[src/rtl/gb_io_pkg.sv]
// Shared I/O register map and timer types for the Game Boy I/O block.
package gb_io_pkg;

    localparam logic [15:0] ADDR_DIV      = 16'hFF04;
    localparam logic [15:0] ADDR_TIMA     = 16'hFF05;
    localparam logic [15:0] ADDR_TMA      = 16'hFF06;
    localparam logic [15:0] ADDR_TAC      = 16'hFF07;
    localparam logic [15:0] ADDR_IF       = 16'hFF0F;
    localparam int unsigned IRQ_TIMER_BIT = 2;

    typedef enum logic [1:0] {RUN, OVF, RELOAD} timer_state_t;

    typedef enum logic [1:0] {RATE_4K, RATE_262K, RATE_65K, RATE_16K} tac_rate_t;

    // Divider bit whose falling edge clocks TIMA for a given rate code.
    function automatic int unsigned rate_bit(tac_rate_t rate);
        case (rate)
            RATE_4K:   return 9;
            RATE_262K: return 3;
            RATE_65K:  return 5;
            default:   return 7;
        endcase
    endfunction

endpackage

[src/rtl/timer_edge_sel.sv]
// Selects the TAC-chosen divider bit and detects its falling edge.
module timer_edge_sel
    import gb_io_pkg::*;
(
    input  logic       clk,
    input  logic       Reset,
    input  logic [9:0] cnt,
    input  logic [7:0] TAC,
    output logic       inc_pulse
);

    logic tick;
    logic prev_tick_d;
    logic prev_tick_q;
    logic unused_tac;

    assign unused_tac = ^TAC[7:3];

    // Gate the selected bit with enable; a 1->0 transition of the gated tick is an increment,
    // so disabling the timer or switching rate while the bit is high also counts.
    always_comb begin
        tick        = TAC[2] & cnt[rate_bit(tac_rate_t'(TAC[1:0]))];
        inc_pulse   = prev_tick_q & ~tick;
        prev_tick_d = tick;
    end

    // Remember the previous gated tick.
    always_ff @(posedge clk) begin
        if (!Reset) prev_tick_q <= 1'b0;
        else        prev_tick_q <= prev_tick_d;
    end

endmodule

[src/rtl/gb_timer.sv]
// Game Boy DIV/TIMA timer: divider counter, TIMA counter with delayed TMA reload and IRQ.
module gb_timer
    import gb_io_pkg::*;
#(
    parameter int unsigned DIV_W     = 16,
    parameter int unsigned OVF_DELAY = 4
) (
    input  logic        clk,
    input  logic        Reset,
    input  logic        z80_write_n,
    input  logic [15:0] z80_address,
    input  logic [7:0]  z80_dout,
    input  logic [7:0]  TMA,
    input  logic [7:0]  TAC,
    output logic [7:0]  DIV,
    output logic [7:0]  TIMA,
    output logic        timer_irq
);

    localparam int unsigned DLY_W = $clog2(OVF_DELAY + 1);

    logic [DIV_W-1:0] cnt_d, cnt_q;
    logic [7:0]       tima_d, tima_q;
    logic [DLY_W-1:0] dly_d, dly_q;
    logic             irq_d, irq_q;
    timer_state_t     state_d, state_q;
    logic             div_wr, tima_wr, inc_pulse;

    // Exact-address write decode and free-running divider (cleared by any DIV write).
    always_comb begin
        div_wr  = !z80_write_n && (z80_address == ADDR_DIV);
        tima_wr = !z80_write_n && (z80_address == ADDR_TIMA);
        cnt_d   = div_wr ? '0 : cnt_q + DIV_W'(1);
    end

    // Edge detection runs on the post-update count so a DIV clear can produce the quirk increment.
    timer_edge_sel u_edge_sel (
        .clk       (clk),
        .Reset     (Reset),
        .cnt       (cnt_d[9:0]),
        .TAC       (TAC),
        .inc_pulse (inc_pulse)
    );

    // TIMA state machine. TIMA reads 00 for OVF_DELAY cycles after overflow: OVF_DELAY-1 cycles
    // in OVF plus the RELOAD cycle, so TMA and the IRQ become visible together afterwards.
    always_comb begin
        state_d = state_q;
        tima_d  = tima_q;
        dly_d   = dly_q;
        irq_d   = 1'b0;
        case (state_q)
            RUN: begin
                if (tima_wr) begin
                    tima_d = z80_dout;
                end else if (inc_pulse) begin
                    if (tima_q == 8'hFF) begin
                        tima_d  = 8'h00;
                        state_d = OVF;
                        dly_d   = DLY_W'(OVF_DELAY - 1);
                    end else begin
                        tima_d = tima_q + 8'd1;
                    end
                end
            end
            OVF: begin
                if (tima_wr) begin
                    tima_d  = z80_dout;
                    state_d = RUN;
                end else if (dly_q <= DLY_W'(1)) begin
                    state_d = RELOAD;
                end else begin
                    dly_d = dly_q - DLY_W'(1);
                end
            end
            RELOAD: begin
                tima_d  = TMA;
                irq_d   = 1'b1;
                state_d = RUN;
            end
            default: state_d = RUN;
        endcase
    end

    // State, counter and output registers.
    always_ff @(posedge clk) begin
        if (!Reset) begin
            cnt_q   <= '0;
            tima_q  <= '0;
            dly_q   <= '0;
            irq_q   <= 1'b0;
            state_q <= RUN;
        end else begin
            cnt_q   <= cnt_d;
            tima_q  <= tima_d;
            dly_q   <= dly_d;
            irq_q   <= irq_d;
            state_q <= state_d;
        end
    end

    assign DIV       = cnt_q[DIV_W-1 -: 8];
    assign TIMA      = tima_q;
    assign timer_irq = irq_q;

endmodule

[config.mk]
export PLATFORM = sky130hd
export DESIGN_NAME = gb_timer
export DESIGN_NICKNAME = d
export VERILOG_FILES = /design/src/rtl/gb_io_pkg.sv /design/src/rtl/timer_edge_sel.sv /design/src/rtl/gb_timer.sv
export SDC_FILE = /design/constraint.sdc
export NUM_CORES = 1
export LEC_CHECK = 0
export ABC_AREA = 0
export BUFFER_PORTS_ARGS = -buffer_cell sky130_fd_sc_hd__buf_4
export CAP_MARGIN = 20
export CORE_MARGIN = 2
export CORE_UTILIZATION = 46
export DETAILED_ROUTE_END_ITERATION = 6
export HOLD_SLACK_MARGIN = 0.03
export PLACE_DENSITY = 0.85
export SYNTH_ARGS = -nofsm -noshare
export SYNTH_HDL_FRONTEND = slang
export SYNTH_HIERARCHICAL = 1
export SYNTH_SLANG_ARGS = --single-unit
[constraint.sdc]
create_clock -name clk -period 10.46 [get_ports clk]
set_clock_uncertainty 0.15 [all_clocks]
set_input_delay 2.092 -clock clk [delete_from_list [all_inputs] [get_ports clk]]
set_output_delay 2.092 -clock clk [all_outputs]
set_load 0.02 [all_outputs]
==> impl_metrics.csv, run 1 <==
group,metric,value,unit
outcome,status,"finished, final reports clean",
routing,wl_met1,2013,µm
critical_path,critPathLaunch,"z80_address[1]",
finish,most-common-layout-cells,"buf_4 (55), dfxtp_1 (31), nor2_1 (22)",
place,pre_cts_slack,4.599,ns
finish,fin_util,0.6022,
logic_synthesis,syn_inst,240,
power,p_leak,0.9604,nW
grt,grt_pass1_vias,1750,
clock_network,clock_sinks,31,
routing,drt.antenna.violating_nets,0,
critical_path,arrival,5.59,ns
timing,fin_crit_sh,0.5307,
timing,maxSlewViolCount,0,
finish,area_growth,24.53,%
routing,drc,0,
grt,overflow,0,
floorplan,die_h,69.08,µm
floorplan,floorplan.rows,23,
timing,max-slew-margin-rel,0.5253,
logic_synthesis,yosysWarnings,6,
power,peakVddDrop,0.04911,mV
critical_path,start_kind,"primary input",
clock_network,clkTransAtPathRegs,0.06,ns
finish,drive_gt1_frac,0.2456,
timing,timing.hold.ws,0.2902,ns
clock_network,cts_buffers,5,
timing,setup_tns,0,ns
grt,grt_max_degree,20,
clock_network,clkLatencyLatePin,0.30,ns
finish,fill_cells,377,
place,dp.cells,327,
clock_network,cts_resized,0,
clock_network,cts_root_buf,"clkbuf_8",
timing,period_minus_slack,5.551,ns
place,port_buffers,54,
routing,wl_per_cell,14.01,µm
power,power,0.2627,mW
routing,drtPass1Iterations,4,
routing,viasPerCell,5.761,
finish,antenna_cells,0,
floorplan,ios,60,
run,max_cap_viol_count,0,
finish,nets,336,
timing,fmax,180.2,MHz
grt,track_usage,0.2058,
clock_network,cts.path.max_buffers,2,
grt,grt_pass1_wl,8059,µm
grt,antenna_found_initial,0,
finish,register_area,620.6,µm²
critical_path,crit_fanout,9,
finish,layout_commonest_cell,"buf_4",
place,postPlaceCellArea,2308,µm²
timing,final_hold_viol_count,0,
critical_path,cp-end-kind,"register",
critical_path,r2r_start,"cnt_q[2]$_SDFF_PN0_",
clock_network,cts_tree,"done",
floorplan,die_w,69.08,µm
place,gp_congestion,0.9022,
power,p_per_area,108.3,nW/µm²
routing,top_layer,"met4",
floorplan,start_util,0.4835,
critical_path,ff2ff_setup_slack,7.44,ns
logic_synthesis,synth_area,1948,µm²
timing,tightest_slew,0.7055,ns
clock_network,cts_hold_buf,0,
finish,stdcell_count,335,
critical_path,critical_path_class,"primary input to register",
min_path,min-delay-start,"cnt_q[0]$_SDFF_PN0_",
logic_synthesis,syn_nets,292,
clock_network,post-cts-setup-buffer-count,0,
place,place_hpwl,3448,µm
floorplan,die-area,4771,µm²
routing,wl_met2,2229,µm
routing,drt_iter0_drc,132,
finish,multi_input_area,1160,µm²
timing,setup_ws,4.909,ns
min_path,hp-class,"register to register",
routing,num_vias,1930,
logic_synthesis,syn_avg_cell_area,8.117,µm²
clock_network,ctsHtreeMaxLevel,2,
routing,drt-total-wl,4692,µm
timing,setup_viol,0,
routing,wl_met3,381,µm
finish,fin_area,2426,µm²
floorplan,core_area,4029,µm²
timing,rsz0062_at_grt,"false",
critical_path,required,10.50,ns
worst paths after layout:
path	end	cells after the start
setup reg to reg	dly_q[1]$_SDFFE_PN0P_	13
hold / removal	cnt_q[0]$_SDFF_PN0_	1
setup / recovery	dly_q[1]$_SDFFE_PN0P_	13
hold reg to reg	cnt_q[0]$_SDFF_PN0_	1
report_power, final:
part / internal [mW] / total, mW / switching [mW] / leakage [nW]
clock network: 0.0770 / 0.125 / 0.0478 / 0.0612
logic: 0.0109 / 0.0181 / 0.00719 / 0.649
registers: 0.119 / 0.120 / 0.000764 / 0.250
critical path, stage by stage:
cell	delay, ns
buf_4	0.10
or4b_1	0.53
or4_1	0.74
nor2_1	0.43
nor2_1	0.10
mux2i_1	0.16
o22ai_1	0.10
nor2_1	0.17
nand4_1	0.14
o21a_1	0.20
a221oi_1	0.49
nor2_1	0.08
a311oi_1	0.25
cell type report:
type	count	area share
Clock buffer	6	0.03404
Clock inverter	2	0.01444
Inverter	14	0.02166
Multi-Input combinational cell	177	0.4781
Sequential cell	31	0.2558
Tap cell	50	0.02579
Timing Repair Buffer	55	0.1702
layer usage:
layer	global-route usage	vias to the layer above
met5	0	-
met4	0.06536	0
met3	0.05409	7
met2	0.3462	91
met1	0.2559	881
li1	-	951
flip-flops by register name, indices dropped and copies added, names as in the netlist:
signal	count
TIMA	8
cnt_q	16
dly_q	3
state_q	2
timer_irq	1
u_edge_sel/prev_tick_q	1
Note: power is estimated with default switching activity, not from simulation.
==> run 2: changes to the inputs <==
==> constraint.sdc (replaced) <==
create_clock -name clk -period 5.52 [get_ports clk]
set_clock_uncertainty 0.15 [all_clocks]
set_input_delay 1.104 -clock clk [delete_from_list [all_inputs] [get_ports clk]]
set_output_delay 1.104 -clock clk [all_outputs]
set_load 0.02 [all_outputs]
==> impl_metrics.csv, run 2 (synthesis gave the netlist of run 1 again) <==
group,metric,value,unit
floorplan,start_util,0.4835,
critical_path,ff2ff_setup_slack,2.54,ns
min_path,min-delay-start,"cnt_q[0]$_SDFF_PN0_",
timing,fin_crit_sh,0.8177,
timing,timing.hold.ws,0.2980,ns
routing,drt-total-wl,4622,µm
critical_path,critPathLaunch,"z80_address[1]",
finish,area_growth,23.76,%
routing,viasPerCell,5.749,
grt,track_usage,0.2005,
critical_path,crit_family,"simple AND/OR/NAND/NOR gates",
critical_path,path_buf_inv,1,
grt,antenna_found_initial,0,
routing,wl_met1,2017,µm
floorplan,ios,60,
routing,wl_per_cell,13.84,µm
critical_path,start_kind,"primary input",
critical_path,crit_path_max_incr_delay,0.75,ns
timing,maxSlewViolCount,0,
timing,rsz0062_at_grt,"false",
timing,max-slew-margin-rel,0.5425,
routing,wl_met3,341,µm
critical_path,r2r_start,"cnt_q[2]$_SDFF_PN0_",
finish,most-common-layout-cells,"buf_4 (55), dfxtp_1 (31), nor2_1 (22)",
min_path,hp-class,"register to register",
routing,num_vias,1920,
critical_path,crit_fanout,9,
run,max_cap_viol_count,0,
clock_network,cts_root_buf,"clkbuf_8",
routing,wl_met2,2160,µm
finish,largest_reg_flops,16,
clock_network,cts_tree,"done",
clock_network,cts_resized,0,
timing,final_hold_viol_count,0,
critical_path,path_cells,"buf_4 -> or4b_1 -> or4_1 -> nor2_1 -> nor2_1 -> mux2i_1 -> o22ai_1 -> nor2_1 -> nand4_1 -> o21a_1 -> a221oi_1 -> nor2_1 -> a311oi_1",
place,postPlaceCellArea,2308,µm²
clock_network,cts_hold_buf,0,
place,place_hpwl,3353,µm
clock_network,cts_buffers,5,
routing,drt.antenna.violating_nets,0,
timing,setup_viol,0,
clock_network,ctsHtreeMaxLevel,2,
floorplan,die-area,4771,µm²
power,p_leak,0.9505,nW
floorplan,core_area,4029,µm²
grt,grt_pass1_vias,1788,
clock_network,clkTransAtPathRegs,0.06,ns
critical_path,path_common_cell,"nor2_1",
place,port_buffers,54,
outcome,status,"finished, final reports clean",
routing,drc,0,
finish,drive_gt1_frac,0.2394,
timing,setup_tns,0,ns
floorplan,floorplan.rows,23,
routing,drt_iter0_drc,124,
routing,drtPass1Iterations,4,
finish,fin_util,0.5984,
floorplan,die_w,69.08,µm
clock_network,clkLatencyLatePin,0.28,ns
grt,grt_pass1_wl,7907,µm
finish,layout_commonest_cell,"buf_4",
timing,tightest_slew,0.6800,ns
power,p_per_area,197.5,nW/µm²
clock_network,post-cts-setup-buffer-count,0,
floorplan,die_h,69.08,µm
grt,overflow,0,
routing,top_layer,"met4",
critical_path,required,5.57,ns
critical_path,critical_path_class,"primary input to register",
timing,fmax,221.5,MHz
place,gp_congestion,0.9012,
finish,fin_area,2411,µm²
critical_path,arrival,4.56,ns
critical_path,cp-end-kind,"register",
finish,antenna_cells,0,
clock_network,clock_sinks,31,
finish,nets,336,
clock_network,cts.path.max_buffers,2,
critical_path,cpMaxStageDelayCell,"or4_1",
timing,period_minus_slack,4.514,ns
power,peakVddDrop,0.1332,mV
finish,fill_cells,386,
finish,top_register,"cnt_q",
grt,grt_max_degree,20,
==> run 2: cell count changes in the layout (fill, tap and decap cells not counted) <==
| cell | delta |
|---|---|
| clkinv_2 | -1 |
| clkbuf_8 | -1 |
| clkbuf_1 | +1 |
==> run 2: layout make-up <==
type	count	area (µm²)	area share
Inverter	14	52.55	0.02180
Clock inverter	1	30.03	0.01245
Clock buffer	6	72.57	0.03010
Sequential cell	31	620.6	0.2574
Tap cell	50	62.56	0.02595
Multi-Input combinational cell	177	1160	0.4811
Timing Repair Buffer	55	412.9	0.1713
==> run 2: power by group <==
part | internal (mW) | total (mW) | switching, mW
Sequential | 0.226 | 0.227 | 0.00143
Combinational | 0.0207 | 0.0344 | 0.0137
Clock | 0.132 | 0.215 | 0.0826
==> run 2: final timing paths <==
kind,endpoint,cells past startpoint
min,cnt_q[0]$_SDFF_PN0_,1
max,dly_q[1]$_SDFFE_PN0P_,13
min reg2reg,cnt_q[0]$_SDFF_PN0_,1
max reg2reg,dly_q[1]$_SDFFE_PN0P_,13
==> run 2: through the flow <==
stage | setup WS, ns | instances | power, mW
3_5_place_dp | 0.7344 | 327 | 0.2665
3_3_place_gp | 0.7931 | 327 | 0.2658
2_1_floorplan | 1.264 | 240 | 0.2420
4_1_cts | 1.036 | 334 | 0.4791
5_1_grt | 0.6231 | 334 | 0.4911
6_report | 1.006 | 334 | 0.4762
==> run 2: per-layer routing <==
layer,track usage,vias to the layer above
met5,0,-
met4,0.09368,0
met3,0.04386,12
met2,0.3216,83
met1,0.2556,873
li1,-,952
